File: src/rtl/kernel3x3_engine.sv
// 3x3 neighbourhood filter: pass / gauss / sobel magnitude / emboss with optional binarising threshold.
// The mode is carried with each sample, so it can change mid-stream; the window is captured at edge N and the result is on data_o after edge N+3.
module kernel3x3_engine #(
  parameter int DW = 8,
  parameter int IW = DW + 4
) (
  input  logic          clk,
  input  logic          rst,
  input  logic [DW-1:0] d0_i,
  input  logic [DW-1:0] d1_i,
  input  logic [DW-1:0] d2_i,
  input  logic [DW-1:0] d3_i,
  input  logic [DW-1:0] d4_i,
  input  logic [DW-1:0] d5_i,
  input  logic [DW-1:0] d6_i,
  input  logic [DW-1:0] d7_i,
  input  logic [DW-1:0] d8_i,
  input  logic          done_i,
  input  logic [1:0]    mode_i,
  input  logic          mode_ld_i,
  input  logic          bin_en_i,
  input  logic [DW-1:0] thr_i,
  output logic [DW-1:0] data_o,
  output logic          done_o,
  output logic          busy_o
);

  localparam int STAGES = 3;
  localparam logic signed [IW-1:0] HALF = {{(IW-DW){1'b0}}, 1'b1, {(DW-1){1'b0}}};
  localparam logic signed [IW-1:0] MAXV = {{(IW-DW){1'b0}}, {DW{1'b1}}};

  typedef enum logic [1:0] {M_PASS = 2'd0, M_GAUSS = 2'd1, M_SOBEL = 2'd2, M_EMBOSS = 2'd3} mode_t;
  typedef struct packed {
    logic          bin;
    logic [DW-1:0] thr;
  } thr_t;

  mode_t                mode_q, mode_eff, mode1;
  thr_t                 tag1, tag2;
  logic [STAGES:1]      vld_pipe;
  logic [DW-1:0]        d [9];
  logic signed [IW-1:0] p [9];
  logic signed [IW-1:0] a_nxt, b_nxt, s1_a, s1_b, s1_c;
  logic signed [IW:0]   gsum;
  logic signed [IW-1:0] abs_a, abs_b, r_nxt, r2;
  logic [DW-1:0]        cl, q_nxt, q3;

  // A mode load in the same cycle as a sample applies to that sample.
  assign mode_eff = mode_ld_i ? mode_t'(mode_i) : mode_q;
  assign busy_o   = |vld_pipe;

  always_comb begin
    d = '{d0_i, d1_i, d2_i, d3_i, d4_i, d5_i, d6_i, d7_i, d8_i};
    for (int k = 0; k < 9; k++) p[k] = $signed({{(IW-DW){1'b0}}, d[k]});
  end

  // Stage 1: partial sums of the selected kernel
  always_comb begin
    a_nxt = p[4];
    b_nxt = '0;
    unique case (mode_eff)
      M_PASS:   a_nxt = p[4];
      M_GAUSS: begin
        a_nxt = p[0] + p[2] + p[6] + p[8];
        b_nxt = p[1] + p[3] + p[5] + p[7];
      end
      M_SOBEL: begin
        a_nxt = (p[2] + p[5] + p[5] + p[8]) - (p[0] + p[3] + p[3] + p[6]);
        b_nxt = (p[6] + p[7] + p[7] + p[8]) - (p[0] + p[1] + p[1] + p[2]);
      end
      M_EMBOSS: a_nxt = p[4] + p[5] - p[3] - p[1] + p[8] + p[8] - p[0] - p[0] + p[7];
    endcase
  end

  // Stage 2: the gauss sum reaches 16*(2^DW-1), so it gets one extra bit
  always_comb begin
    gsum  = (IW+1)'(s1_a) + (IW+1)'(s1_b) + (IW+1)'(s1_b) + ((IW+1)'(s1_c) <<< 2);
    abs_a = s1_a[IW-1] ? -s1_a : s1_a;
    abs_b = s1_b[IW-1] ? -s1_b : s1_b;
    r_nxt = s1_c;
    unique case (mode1)
      M_PASS:   r_nxt = s1_c;
      M_GAUSS:  r_nxt = IW'(gsum >>> 4);
      M_SOBEL:  r_nxt = abs_a + abs_b;
      M_EMBOSS: r_nxt = s1_a + HALF;
    endcase
  end

  // Stage 3: clamp to pixel range, then optional threshold
  always_comb begin
    if (r2[IW-1])        cl = '0;
    else if (r2 > MAXV)  cl = {DW{1'b1}};
    else                 cl = r2[DW-1:0];
    q_nxt = cl;
    if (tag2.bin) q_nxt = (cl >= tag2.thr) ? {DW{1'b1}} : '0;
  end

  always_ff @(posedge clk) begin
    if (rst) begin
      mode_q   <= M_PASS;
      mode1    <= M_PASS;
      tag1     <= '0;
      tag2     <= '0;
      vld_pipe <= '0;
      s1_a     <= '0;
      s1_b     <= '0;
      s1_c     <= '0;
      r2       <= '0;
      q3       <= '0;
      data_o   <= '0;
      done_o   <= 1'b0;
    end else begin
      if (mode_ld_i) mode_q <= mode_t'(mode_i);
      vld_pipe <= {vld_pipe[STAGES-1:1], done_i};
      if (done_i) begin
        mode1 <= mode_eff;
        tag1  <= '{bin: bin_en_i, thr: thr_i};
        s1_a  <= a_nxt;
        s1_b  <= b_nxt;
        s1_c  <= p[4];
      end
      if (vld_pipe[1]) begin
        tag2 <= tag1;
        r2   <= r_nxt;
      end
      if (vld_pipe[2]) q3 <= q_nxt;
      done_o <= vld_pipe[3];
      if (vld_pipe[3]) data_o <= q3;
    end
  end

endmodule

File: config.mk
export PLATFORM = sky130hd
export DESIGN_NAME = kernel3x3_engine
export DESIGN_NICKNAME = d
export VERILOG_FILES = /design/src/rtl/kernel3x3_engine.sv
export SDC_FILE = /design/constraint.sdc
export NUM_CORES = 1
export LEC_CHECK = 0
export BUFFER_PORTS_ARGS = -buffer_cell sky130_fd_sc_hd__buf_2
export CAP_MARGIN = 20
export CORE_UTILIZATION = 50
export CTS_CLUSTER_DIAMETER = 50
export DETAILED_ROUTE_END_ITERATION = 8
export PLACE_DENSITY = 0.81
export SETUP_SLACK_MARGIN = 0.3
export SLEW_MARGIN = 20
export SYNTH_ARGS = -nofsm -noshare
export SYNTH_HDL_FRONTEND = slang
export SYNTH_SLANG_ARGS = --single-unit
File: constraint.sdc
create_clock -name clk -period 5.3 [get_ports clk]
set_input_delay 0.265 -clock clk [delete_from_list [all_inputs] [get_ports clk]]
set_output_delay 0.265 -clock clk [all_outputs]
set_load 0.005 [all_outputs]
==> reports/metrics.yaml, run 1 <==
status:
  status: "complete, no violations"
yosys:
  async_reset_ff_share_pct: 0
  synth_seq_area_share_pct: 15.98
  ys_ff_latch: 86
  synthTopCellsByArea: "fa_1, dfxtp_1, ha_1"
  synth_edf_count: 0
  synth_common_cells: "inv_1, fa_1, nor2_1, ha_1, dfxtp_1"
  synth_area_mm2: 0.01077
  synth_area_per_cell_um2: 9.099
  synth_cell_types: 63
  synth_most_common_cell: "inv_1"
  synth_top_flop_cell: "dfxtp_1"
  synthesis.nets: 1528
  netlist_instances: 1184
  synth_top_area_share_pct: 25.46
  synth_area_leader_cell: "fa_1"
  yosysWarnings: 0
floorplan:
  chipHeight_um: 148.8
  io_pins: 97
  dieArea_mm2: 0.02214
  core_mm2: 0.02109
  initial_core_util_pct: 51.09
  die_w_um: 148.8
  row_count: 53
timing:
  hold_violations: 0
  final_min_period_over_clock_period_pct: 92.80
  slew_viol_final: 0
  fin_hold_ws_ns: 0.1562
  rsz0062_at_grt: "true"
  max_freq_mhz: 203.3
  slew-limit-headroom_pct: 31.01
  tightestPinTransition_ns: 1.035
  clock_skew_ns: 0.008320
  setup_slack_ns: 0.3816
  setup_violations: 0
  final.min_clock_period_ns: 4.918
  setup_tns_ns: 0
power:
  power_density_mw_per_mm2: 438.5
  ir_drop_v: 0.0003835
  leakagePower_nw: 5.754
clock_tree:
  cts_sinks: 86
  clkSlewWorstSetupHoldPaths_ns: 0.07
  cts_buffers: 9
  ctsHoldBuffers: 0
  h-tree-depth: 3
  cts_tree: "done"
  clockBufferDepth: 2
  clk_latency_ns: 0.34
  root_buffer: "clkbuf_16"
worst_setup_path:
  cp_max_fo: 5
  path_cells: "buf_2, inv_4, fa_1, inv_2, ha_1, a21o_1, a21oi_2, o21bai_2, a21oi_2, buf_4, xor2_2, fa_1, fa_2, fa_1, inv_1, ha_4, nand2_1, a2bb2oi_2, nor2b_4, o21ai_0, xnor2_1, o211ai_1"
  crit_family: "adder cells"
  worst_ep_required_time_ns: 5.53
  cp_common_cell: "fa_1"
  cpMaxStageDelayCell: "fa_1"
  rr_endpoint: "r2[9]$_SDFFE_PP0P_"
  max_stage_delay_ns: 0.55
  cp-start-kind: "input pin"
  reg2reg_from: "s1_a[2]$_SDFFE_PP0P_"
  r2r_setup_slack_ns: 1.52
  end_kind: "flop"
  crit_arrival_ns: 5.15
  r2r.worst_path.cells: 13
  cp_num_buf_inv: 5
  path_class: "input pin to flop"
layout:
  nets: 1616
  utilization_pct: 57.39
  final_cells: 1553
  area_growth_pct: 12.33
  nFillCells: 1821
  drive_gt1_share_pct: 13.78
global_routing:
  grt_pass1_vias: 8861
  grt_util_all_layers_pct: 25.50
  grt_start_max_net_pins: 54
  antenna_found_initial: 1
  gr-total-overflow: 0
  grt_pass1_wl_um: 44360
  met2_usage_pct: 41.85
  grt_util_met1_pct: 34.13
  use_met3_pct: 3.578
  top_usage_layer: "met2"
detailed_routing:
  drtAntennaViolNets: 0
  vias: 8718
  drt-total-wl_um: 27100
  avgRoutedWirePerCell_um: 17.45
  route.detailed.drc: 0
  firstDrtPassIters: 5
  viasPerCell: 5.614
  drt_iter0_markers: 572
hold_path:
  hold_start: "bin_en_i"
  hold_class: "input pin to flop"
  holdPathEnd: "tag1[8]$_SDFFE_PP0P_"
  holdPathStages: 3
place:
  place_inst: 1530
  dpl.hpwl_um: 22060
  dp_slack_ns: -0.2983
  place_congestion: 0.9091
  port_buffers: 96
flow_run:
  drv_cap: 0
## cells in the final DEF, fill, tap and decap left out, types with 5 or more instances in the layout
master     count
nand3b_1       5
o21a_1        16
o21bai_1       8
o21ai_0       36
a21oi_1       49
o31ai_1        8
dfxtp_1       86
nor2b_1       11
or3_1          7
nand2_1       44
a21o_1        21
o211ai_1       5
clkbuf_16      9
nor3_1        17
nand2b_1      10
xnor2_1       48
nand3_1       16
inv_1        168
a211oi_1      18
buf_2         96
buf_4         21
mux2i_1       40
ha_1         115
fa_1         135
xor2_1        34
nor2_1       134
a22oi_1       16
## cell type report
type                    count  area, um2  area share [%]
repair buffers            117      638.1           5.273
flip-flops and latches     86       1722           14.23
multi-input cells         885       8429           69.65
diodes                      1      2.502         0.02068
inverters                 173      651.9           5.387
clock buffers              10      239.0           1.975
clock inverters             6      75.07          0.6203
well taps                 275      344.1           2.843
## worst reg2reg max path, delay by kind of cell (launching register included)
kind	cells	cell delay, ns
DFF	1	0.40
and+or+nand+nor	7	2.04
AOI/OAI and AO/OA	4	0.76
adders and majority gates	1	0.36
xor gates and xnor gates	1	0.17
## repair_timing
item / CTS / global route
resized for setup: 8 / 30
endpoints found under the hold margin: 0 / 0
endpoints found under the setup margin: 5 / 7
buffers inserted: 2 / 4
pin swaps: 7 / 23
## how the worst max path moves through the flow
stage,from,end,slack (ns),cells past startpoint
floorplan,d4_i[1],s1_a[9]$_SDFFE_PP0P_,0.32,22
global placement,d4_i[1],s1_a[9]$_SDFFE_PP0P_,-0.12,23
detailed placement,d4_i[1],s1_a[9]$_SDFFE_PP0P_,-0.30,23
CTS,d4_i[1],s1_a[9]$_SDFFE_PP0P_,0.31,23
global route,d5_i[0],s1_a[7]$_SDFFE_PP0P_,0.18,23
finish,d4_i[1],s1_a[8]$_SDFFE_PP0P_,0.38,22
## metal layers
| metal | vias up | wire length [um] |
|---|---|---|
| met2 | 280 | 12870 |
| met5 | - | 0 |
| met3 | 58 | 1483 |
| li1 | 4136 | - |
| met4 | 0 | 930 |
| met1 | 4244 | 11810 |
## stage by stage
stage          total power [mW]  instance area (um2)
4_1_cts                   4.904                11930
2_1_floorplan             3.291                10790
3_3_place_gp              4.067                11570
3_5_place_dp              4.189                11570
5_1_grt                   5.756                12100
6_report                  5.306                12100
## state kept, by name, indices dropped and copies added (netlist names)
register  count
r2           12
s1_a         12
s1_b         12
tag1          9
tag2          9
data_o        8
q3            8
s1_c          8
vld_pipe      3
mode1         2
mode_q        2
done_o        1
## power by group
group	internal (mW)	switching (mW)	leakage, nW
Sequential	0.692	0.0791	0.703
Combinational	1.79	2.08	4.89
Clock	0.388	0.282	0.157
Total	2.87	2.44	5.75
## logic make-up after synthesis
group                    share of synthesized area, %
flip-flops                                      15.98
adder cells (fa/ha/maj)                         39.40
AO/OA/AOI/OAI                                   13.77
multiplexers                                    4.553
buffers and inverters                           7.422
AND/OR/NAND/NOR                                 11.96
XOR/XNOR                                        6.911
Power figures use the tool's default switching activity.
==> run 2, diff against run 1 <==
CORE_UTILIZATION = 35   (was 50)
PLACE_DENSITY = 0.63   (was 0.81)
==> reports/metrics.yaml, run 2 (synthesized netlist as in run 1, its figures left out) <==
hold_path:
  hold_class: "input pin to flop"
detailed_routing:
  firstDrtPassIters: 4
  viasPerCell: 5.034
  vias: 8422
  route.detailed.drc: 0
  drt_iter0_markers: 450
  drt-total-wl_um: 27470
  drtAntennaViolNets: 0
  avgRoutedWirePerCell_um: 16.42
global_routing:
  gr-total-overflow: 0
  top_usage_layer: "met2"
  grt_pass1_wl_um: 45060
  use_met3_pct: 2.485
  grt_start_max_net_pins: 60
  met2_usage_pct: 29.65
  grt_pass1_vias: 8673
  antenna_found_initial: 2
  grt_util_met1_pct: 25.37
  grt_util_all_layers_pct: 18.30
flow_run:
  drv_cap: 0
floorplan:
  die_w_um: 177.4
  chipHeight_um: 177.4
  initial_core_util_pct: 35.96
  io_pins: 97
  row_count: 63
  core_mm2: 0.02995
  dieArea_mm2: 0.03149
layout:
  drive_gt1_share_pct: 13.73
  layout_commonest_cell: "inv_1"
  top_regs: "r2 x12, s1_a x12, s1_b x12"
  final_cell_mix: "inv_1, fa_1, nor2_1"
  area_growth_pct: 13.57
  nets: 1621
  utilization_pct: 40.84
  post-route-cell-area_mm2: 0.01223
place:
  place_area_mm2: 0.01177
  port_buffers: 96
  dp_slack_ns: -0.1771
  place_congestion: 0.8713
  dpl.hpwl_um: 23270
worst_setup_path:
  cp_max_fo: 2
  cp-start-kind: "input pin"
  path_class: "input pin to flop"
  crit_arrival_ns: 5.02
  end_kind: "flop"
  worst_ep_required_time_ns: 5.54
timing:
  rsz0062_at_grt: "false"
  slew-limit-headroom_pct: 42.84
  setup_slack_ns: 0.5236
  tightestPinTransition_ns: 0.8574
  setup_violations: 0
  final_min_period_over_clock_period_pct: 90.12
  fin_hold_ws_ns: 0.1432
  hold_violations: 0
  max_freq_mhz: 209.4
  clock_skew_ns: 0.008707
  slew_viol_final: 0
  final.min_clock_period_ns: 4.776
power:
  power_density_mw_per_mm2: 420.4
  ir_drop_v: 0.0003364
  power_mw: 5.143
  leakagePower_nw: 5.763
status:
  status: "complete, no violations"
clock_tree:
  cts_buffers: 9
  clockBufferDepth: 2
  cts_tree: "done"
  clkSlewWorstSetupHoldPaths_ns: 0.07
  clk_latency_ns: 0.36
  cts_sinks: 86
  ctsHoldBuffers: 0
  h-tree-depth: 3
  root_buffer: "clkbuf_16"
-- run 2: changes by cell type in the layout (fill, tap and decap cells not counted), moves of 2 or more --
cell	previous run	this run
buf_6	0	2
xor2_1	34	36
ha_1	115	117
xor2_2	2	0
buf_4	21	27
inv_2	3	5
inv_1	168	166
buf_2	96	93
-- run 2: metrics by stage --
step / setup TNS, ns / std cells
floorplan: 0 / 1184
global placement: -0.1066 / 1652
detailed placement: -0.2681 / 1652
CTS: 0 / 1668
global route: 0 / 1672
finish: 0 / 1673
-- run 2: what timing repair did --
action,4_1_cts,5_1_grt
pin swaps,1,26
gates resized for setup,5,27
setup buffers,0,4
endpoints found under the setup margin,1,7
-- run 2: area by class of cell --
class,count,area [um2]
Antenna cell,1,2.502
Tap cell,390,488.0
Multi-Input combinational cell,885,8363
Clock inverter,7,91.34
Timing Repair Buffer,122,690.7
Clock buffer,9,225.2
Sequential cell,86,1722
Fill cell,2987,17720
Inverter,173,651.9
-- run 2: worst paths after layout --
check | end | cells after the start | start | slack [ns]
max | s1_a[9]$_SDFFE_PP0P_ | 22 | d3_i[1] | 0.52
min | tag1[6]$_SDFFE_PP0P_ | 3 | thr_i[6] | 0.14
max reg2reg | r2[9]$_SDFFE_PP0P_ | 13 | s1_a[2]$_SDFFE_PP0P_ | 1.58
min reg2reg | r2[3]$_SDFFE_PP0P_ | 2 | r2[3]$_SDFFE_PP0P_ | 0.48
-- run 2: worst max-delay path, cell delays in order --
cell       delay (ns)
buf_6            0.10
fa_1             0.54
inv_2            0.05
fa_2             0.37
a21oi_2          0.17
nor2_2           0.06
nor2_2           0.13
o21bai_2         0.10
a21oi_2          0.17
xor2_1           0.18
fa_1             0.45
fa_1             0.49
fa_1             0.52
inv_2            0.05
ha_4             0.20
o21a_1           0.18
o21ai_1          0.13
nand2b_1         0.09
a21boi_4         0.15
xor2_1           0.20
a221oi_2         0.09
a2111oi_1        0.34
-- run 2: power by group --
part           switching, mW  internal (mW)
clock                  0.291          0.377
combinational           1.96           1.75
sequential            0.0735          0.692
total                   2.32           2.82
-- run 2: metal layers --
| metal | wire, um | up-vias |
|---|---|---|
| met2 | 12420 | 199 |
| met3 | 1329 | 35 |
| li1 | - | 4140 |
| met5 | 8 | - |
| met1 | 13170 | 4046 |
| met4 | 541 | 2 |
